--- config.mk ---
export PLATFORM = sky130hd
export DESIGN_NAME = sipo_load
export DESIGN_NICKNAME = d
export VERILOG_FILES = /design/src/rtl/sipo_load_pkg.sv /design/src/rtl/sipo_lane_reg.sv /design/src/rtl/sipo_load.sv
export SDC_FILE = /design/constraint.sdc
export NUM_CORES = 1
export LEC_CHECK = 0
export CORE_MARGIN = 4
export CORE_UTILIZATION = 34
export DETAILED_ROUTE_END_ITERATION = 16
export DONT_BUFFER_PORTS = 1
export GPL_TIMING_DRIVEN = 0
export SYNTH_ARGS = -nofsm -noshare
export SYNTH_HDL_FRONTEND = slang
export SYNTH_SLANG_ARGS = --single-unit
--- constraint.sdc ---
create_clock -name clk -period 2.7 [get_ports clk]
set_input_delay 0.135 -clock clk [delete_from_list [all_inputs] [get_ports clk]]
set_output_delay 0.135 -clock clk [all_outputs]
set_load 0.005 [all_outputs]
--- src/rtl/sipo_load_pkg.sv ---
// Shared types and default sizing for the sipo_load frame assembler.
// Stands in for the shared parameters.vh: PE_NUM, DATA_WIDTH and derived WORD_W.
`ifndef PE_NUM
`define PE_NUM 4
`endif
`ifndef DATA_WIDTH
`define DATA_WIDTH 16
`endif
`ifndef WORD_W
`define WORD_W (2*`DATA_WIDTH)
`endif

package sipo_load_pkg;
  localparam int DEF_PE_NUM     = `PE_NUM;
  localparam int DEF_DATA_WIDTH = `DATA_WIDTH;
  localparam int DEF_WORD_W     = `WORD_W;

  typedef enum logic {
    FILL = 1'b0,
    FULL = 1'b1
  } state_t;
endpackage

--- src/rtl/sipo_lane_reg.sv ---
// Multi-lane register with a single lane-indexed write port.
module sipo_lane_reg #(
  parameter int LANES = 4,
  parameter int W     = 32,
  parameter int IDX_W = $clog2(LANES)
) (
  input  logic                      clk,
  input  logic                      rst,
  input  logic                      we,
  input  logic [IDX_W-1:0]          idx,
  input  logic [W-1:0]              d,
  output logic [LANES-1:0][W-1:0]   q
);

  logic [LANES-1:0][W-1:0] q_nxt;

  for (genvar k = 0; k < LANES; k++) begin : g_lane
    assign q_nxt[k] = (we && idx == IDX_W'(k)) ? d : q[k];
  end

  always_ff @(posedge clk) begin
    if (rst) q <= '0;
    else     q <= q_nxt;
  end

endmodule

--- src/rtl/sipo_load.sv ---
// Serial-in parallel-out frame assembler: PE_NUM words -> one frame, lane 0 first.
// Define SIPO_DBUF_EN for a separate output register (double buffering).
module sipo_load
  import sipo_load_pkg::*;
#(
  parameter int PE_NUM     = DEF_PE_NUM,
  parameter int DATA_WIDTH = DEF_DATA_WIDTH
) (
  input  logic                             clk,
  input  logic                             rst,
  input  logic                             clr,
  input  logic                             s_in_v,
  input  logic [2*DATA_WIDTH-1:0]          s_in,
  output logic                             s_in_rdy,
  output logic                             p_out_v,
  output logic [PE_NUM*2*DATA_WIDTH-1:0]   p_out,
  input  logic                             p_out_rdy
);

  localparam int WORD_W = 2*DATA_WIDTH;
  localparam int CNT_W  = $clog2(PE_NUM);
  localparam logic [CNT_W-1:0] LAST = CNT_W'(PE_NUM-1);

  logic [CNT_W-1:0]              cnt;
  logic [PE_NUM-1:0][WORD_W-1:0] acc_q;
  logic                          in_xfer, out_xfer, last, wr, commit;

  assign in_xfer  = s_in_v && s_in_rdy;
  assign out_xfer = p_out_v && p_out_rdy;
  assign last     = (cnt == LAST);
  // clr beats a coincident input word
  assign wr       = in_xfer && !clr;
  assign commit   = wr && last;

  always_ff @(posedge clk) begin
    if (rst || clr)  cnt <= '0;
    else if (wr)     cnt <= last ? '0 : cnt + 1'b1;
  end

  sipo_lane_reg #(.LANES(PE_NUM), .W(WORD_W), .IDX_W(CNT_W)) u_acc (
    .clk (clk),
    .rst (rst),
    .we  (wr),
    .idx (cnt),
    .d   (s_in),
    .q   (acc_q)
  );

`ifdef SIPO_DBUF_EN
  logic [PE_NUM-1:0][WORD_W-1:0] out_q, frame;
  logic                          out_v;

  // Commit happens on the last lane's write edge, so merge the incoming word.
  always_comb begin
    frame           = acc_q;
    frame[PE_NUM-1] = s_in;
  end

  always_ff @(posedge clk) begin
    if (rst) begin
      out_v <= 1'b0;
      out_q <= '0;
    end else if (commit) begin
      out_v <= 1'b1;
      out_q <= frame;
    end else if (out_xfer) begin
      out_v <= 1'b0;
    end
  end

  always_comb begin
    s_in_rdy = !(last && out_v && !p_out_rdy);
    p_out_v  = out_v;
  end

  assign p_out = out_q;
`else
  state_t state, state_nxt;

  always_ff @(posedge clk) begin
    if (rst) state <= FILL;
    else     state <= state_nxt;
  end

  always_comb begin
    state_nxt = state;
    case (state)
      FILL:    if (commit)    state_nxt = FULL;
      FULL:    if (p_out_rdy) state_nxt = FILL;
      default: state_nxt = FILL;
    endcase
  end

  always_comb begin
    s_in_rdy = (state == FILL);
    p_out_v  = (state == FULL);
  end

  // The accumulator is the output register; hide it while it is still filling.
  assign p_out = p_out_v ? acc_q : '0;
`endif

endmodule

==> out/results.tsv <==
stage	metric	value	unit
setup_path	CP startpoint kind	register	
sta	crit path time final	2.137	ns
routing	Final ANT Viol Nets	0	
floorplanning	core footprint	15940	µm²
power_and_ir_drop	VDD IR max	431.2	µV
synth	most used flip-flop cell after synthesis	dfxtp_1	
layout	Post-Layout Cell Count	1010	
power_and_ir_drop	clock power share	0.520	
setup_path	Crit path required time	2.57	ns
outcome	outcome	finished clean	
grt	vias in the first global route	4464	
clock_network	CTS Buf Count	17	
layout	ratio of cells with drive above 1 in the final layout	0.08564	
clock_network	Setup Buffers After CTS	0	
synth	synth cell count leaders	nand2_1, dfxtp_1, a21oi_1, and2_1, clkbuf_1	
grt	pin count of the biggest net entering global routing	17	
layout	Fillers	1702	
floorplanning	area of the die	18470	µm²
clock_network	cts hold-fix bufs	34	
power_and_ir_drop	Pint	3535	µW
setup_path	CP arrival	2.00	ns
clock_network	Clk Latency, worst-skew pair	0.41	ns
placement	PortBufs	0	
clock_network	clk buf depth	2	
grt	Tot GR Track Use	0.1905	
synth	library cells used by synthesis	18	
setup_path	Crit. End Element	primary output	
routing	drc violations	0	
synth	Synth top area share	0.4714	
clock_network	CTS sink cnt	131	
synth	Synth Warn #	0	
sta	Setup Viol. Count Final	0	
flow_run	MaxCap Viol Count	0	
setup_path	crit-path max FO	10	
synth	Post-synth EDFFs	0	
synth	Avg Cell Area, Syn	7.641	µm²
floorplanning	# IOs	167	
power_and_ir_drop	sw power	1014	µW
setup_path	critical path class	register to primary output	
sta	Final Max Tran Viols	0	
setup_path	R2R depth	7	
floorplanning	Die Wd	135.9	µm
clock_network	post-cts sizing count	0	
placement	placed instance count	944	
routing	DRT Wirelength	17490	µm
synth	FF+latch count, synth	131	
grt	total grt overflow	0	
clock_network	CTS tree	done	
grt	initial antenna violation count	0	
routing	1st-iter DRT viols	219	
grt	first-pass GRT wire length	26560	µm
sta	Max-Slew Margin vs Limit	0.5884	
floorplanning	DIE HEIGHT	135.9	µm
clock_network	Worst-path clk slew	0.06	ns
layout	nets	822	
sta	Fin Clk Skew	0.003974	ns
synth	sequential element share of the synthesized area	0.4714	
layout	Antenna Cells	0	
synth	Yosys top cell by area	dfxtp_1	
power_and_ir_drop	LEAKAGE	0.002394	µW
power_and_ir_drop	switching share of power	0.2229	
power_and_ir_drop	Power Dens Cells	670.5	nW/µm²
synth	synthesized area	5563	µm²
min_path	hold path depth	3	
power_and_ir_drop	part of the power in registers	0.435	
routing	Pre-antenna DRT Iters	4	
synth	Syn Nets	769	
sta	RSZ-0062 raised after global routing	false	
sta	Period Utilization, post-route	0.7916	
synth	most numerous cell in the Yosys netlist	nand2_1	
synth	cells after synthesis	728	
routing	Avg WL per Cell	17.32	µm
floorplanning	Placement Rows	46	
placement	routability-driven placement congestion ratio	0.7706	
routing	total number of vias	4811	
layout	Layout area overhead	21.97	%
min_path	HP Class	input pin to register	
power_and_ir_drop	Comb pwr share	0.045	
clock_network	clock root buffer master	clkbuf_16	
synth	ranking of synthesized cells by area	dfxtp_1, nand2_1, and2_1, a21oi_1, clkbuf_1	
sta	Final Hold Fails	0	
floorplanning	Starting Density	0.3489	
placement	hpwl dp	12520	µm
clock_network	CTS H-tree depth	4	
sta	measured slew at the worst slew-check pin	0.6173	ns
synth	Synth async-reset ratio	0	
sta	fmax	0.4679	GHz
sta	Fin Setup TNS	0	ns
routing	vias per cell	4.763	
-- worst max-delay path, cell delays in order, from the launching register on --
cell      delay (ns)
dfxtp_1         0.45
buf_6           0.17
buf_2           0.28
clkbuf_1        0.41
and2_1          0.28
-- sequential cells by signal (all words and copies together), names as in the netlist --
signal / flops
u_acc.q: 128
p_out_v: 1
cnt: 2
-- path summary, 6_finish.rpt --
check / slack, ns / start / endpoint
max: 0.56 / p_out_v / p_out[31]
min reg2reg: 0.45 / u_acc.q[111] / u_acc.q[111]
min: 0.11 / s_in_v / cnt[1]
max reg2reg: 1.02 / cnt[0] / u_acc.q[18]
-- power by group through the flow --
stage	Sequential (µW)	Clock, µW	Combinational [µW]
2_1_floorplan	2020	0	96.2
3_3_place_gp	2020	0	133
3_5_place_dp	2020	0	134
4_1_cts	1980	2410	207
5_1_grt	1980	2500	226
6_report	1980	2370	205
-- layout make-up --
type                    instances  area (µm²)  area share
repair buffers                 34       340.3     0.05016
multi-input cells             532        2603      0.3836
clock inverters                13       158.9     0.02342
inverters                       3       11.26    0.001660
well taps                     216       270.3     0.03983
flip-flops and latches        131        2623      0.3865
plain buffers                  62       326.6     0.04813
clock buffers                  19       452.9     0.06675
-- placed cells by master (no fill, tap or decap), types with 2 or more instances in the layout --
cell / Yosys / layout
clkinvlp_4: 0 / 6
dfxtp_1: 131 / 131
nand4bb_1: 4 / 4
buf_6: 4 / 4
and2_1: 128 / 128
buf_2: 15 / 15
bufinv_16: 0 / 3
and4bb_2: 4 / 4
dlygate4sd3_1: 0 / 34
clkbuf_1: 31 / 31
a21oi_1: 128 / 128
nor3_1: 2 / 2
inv_1: 3 / 3
clkinv_2: 0 / 3
clkbuf_16: 0 / 17
nand2_1: 256 / 256
buf_4: 12 / 12
mux2i_1: 2 / 2
ha_1: 4 / 4
clkbuf_8: 0 / 2
-- layer usage --
metal,vias to the layer above,share of wire,track usage
li1,2402,-,-
met1,2209,0.44,0.2450
met2,175,0.44,0.2945
met3,25,0.10,0.07217
met4,0,0.019,0.06439
met5,-,0,0
-- through the flow --
step           worst slack [ns]    util  power (µW)  area [µm²]  hold WS [ns]
6_report                 0.5627  0.4256        4549        6785        0.1088
5_1_grt                  0.4324  0.4256        4708        6785        0.1283
4_1_cts                  0.5163  0.4256        4598        6785       0.09670
3_5_place_dp             0.9689  0.3659        2155        5833        0.2188
3_3_place_gp             0.9677  0.3659        2152        5833        0.2183
2_1_floorplan             1.337       -        2113        5563        0.2143
-- kinds of logic after synthesis --
group | count (synthesis) | synth area share
fa+ha+maj | 4 | 0.008997
buf+inv | 65 | 0.06073
mux | 2 | 0.003599
compound gates | 129 | 0.1167
simple gates | 397 | 0.3385
flops | 131 | 0.4714
Note: power is estimated with default switching activity, not from simulation.
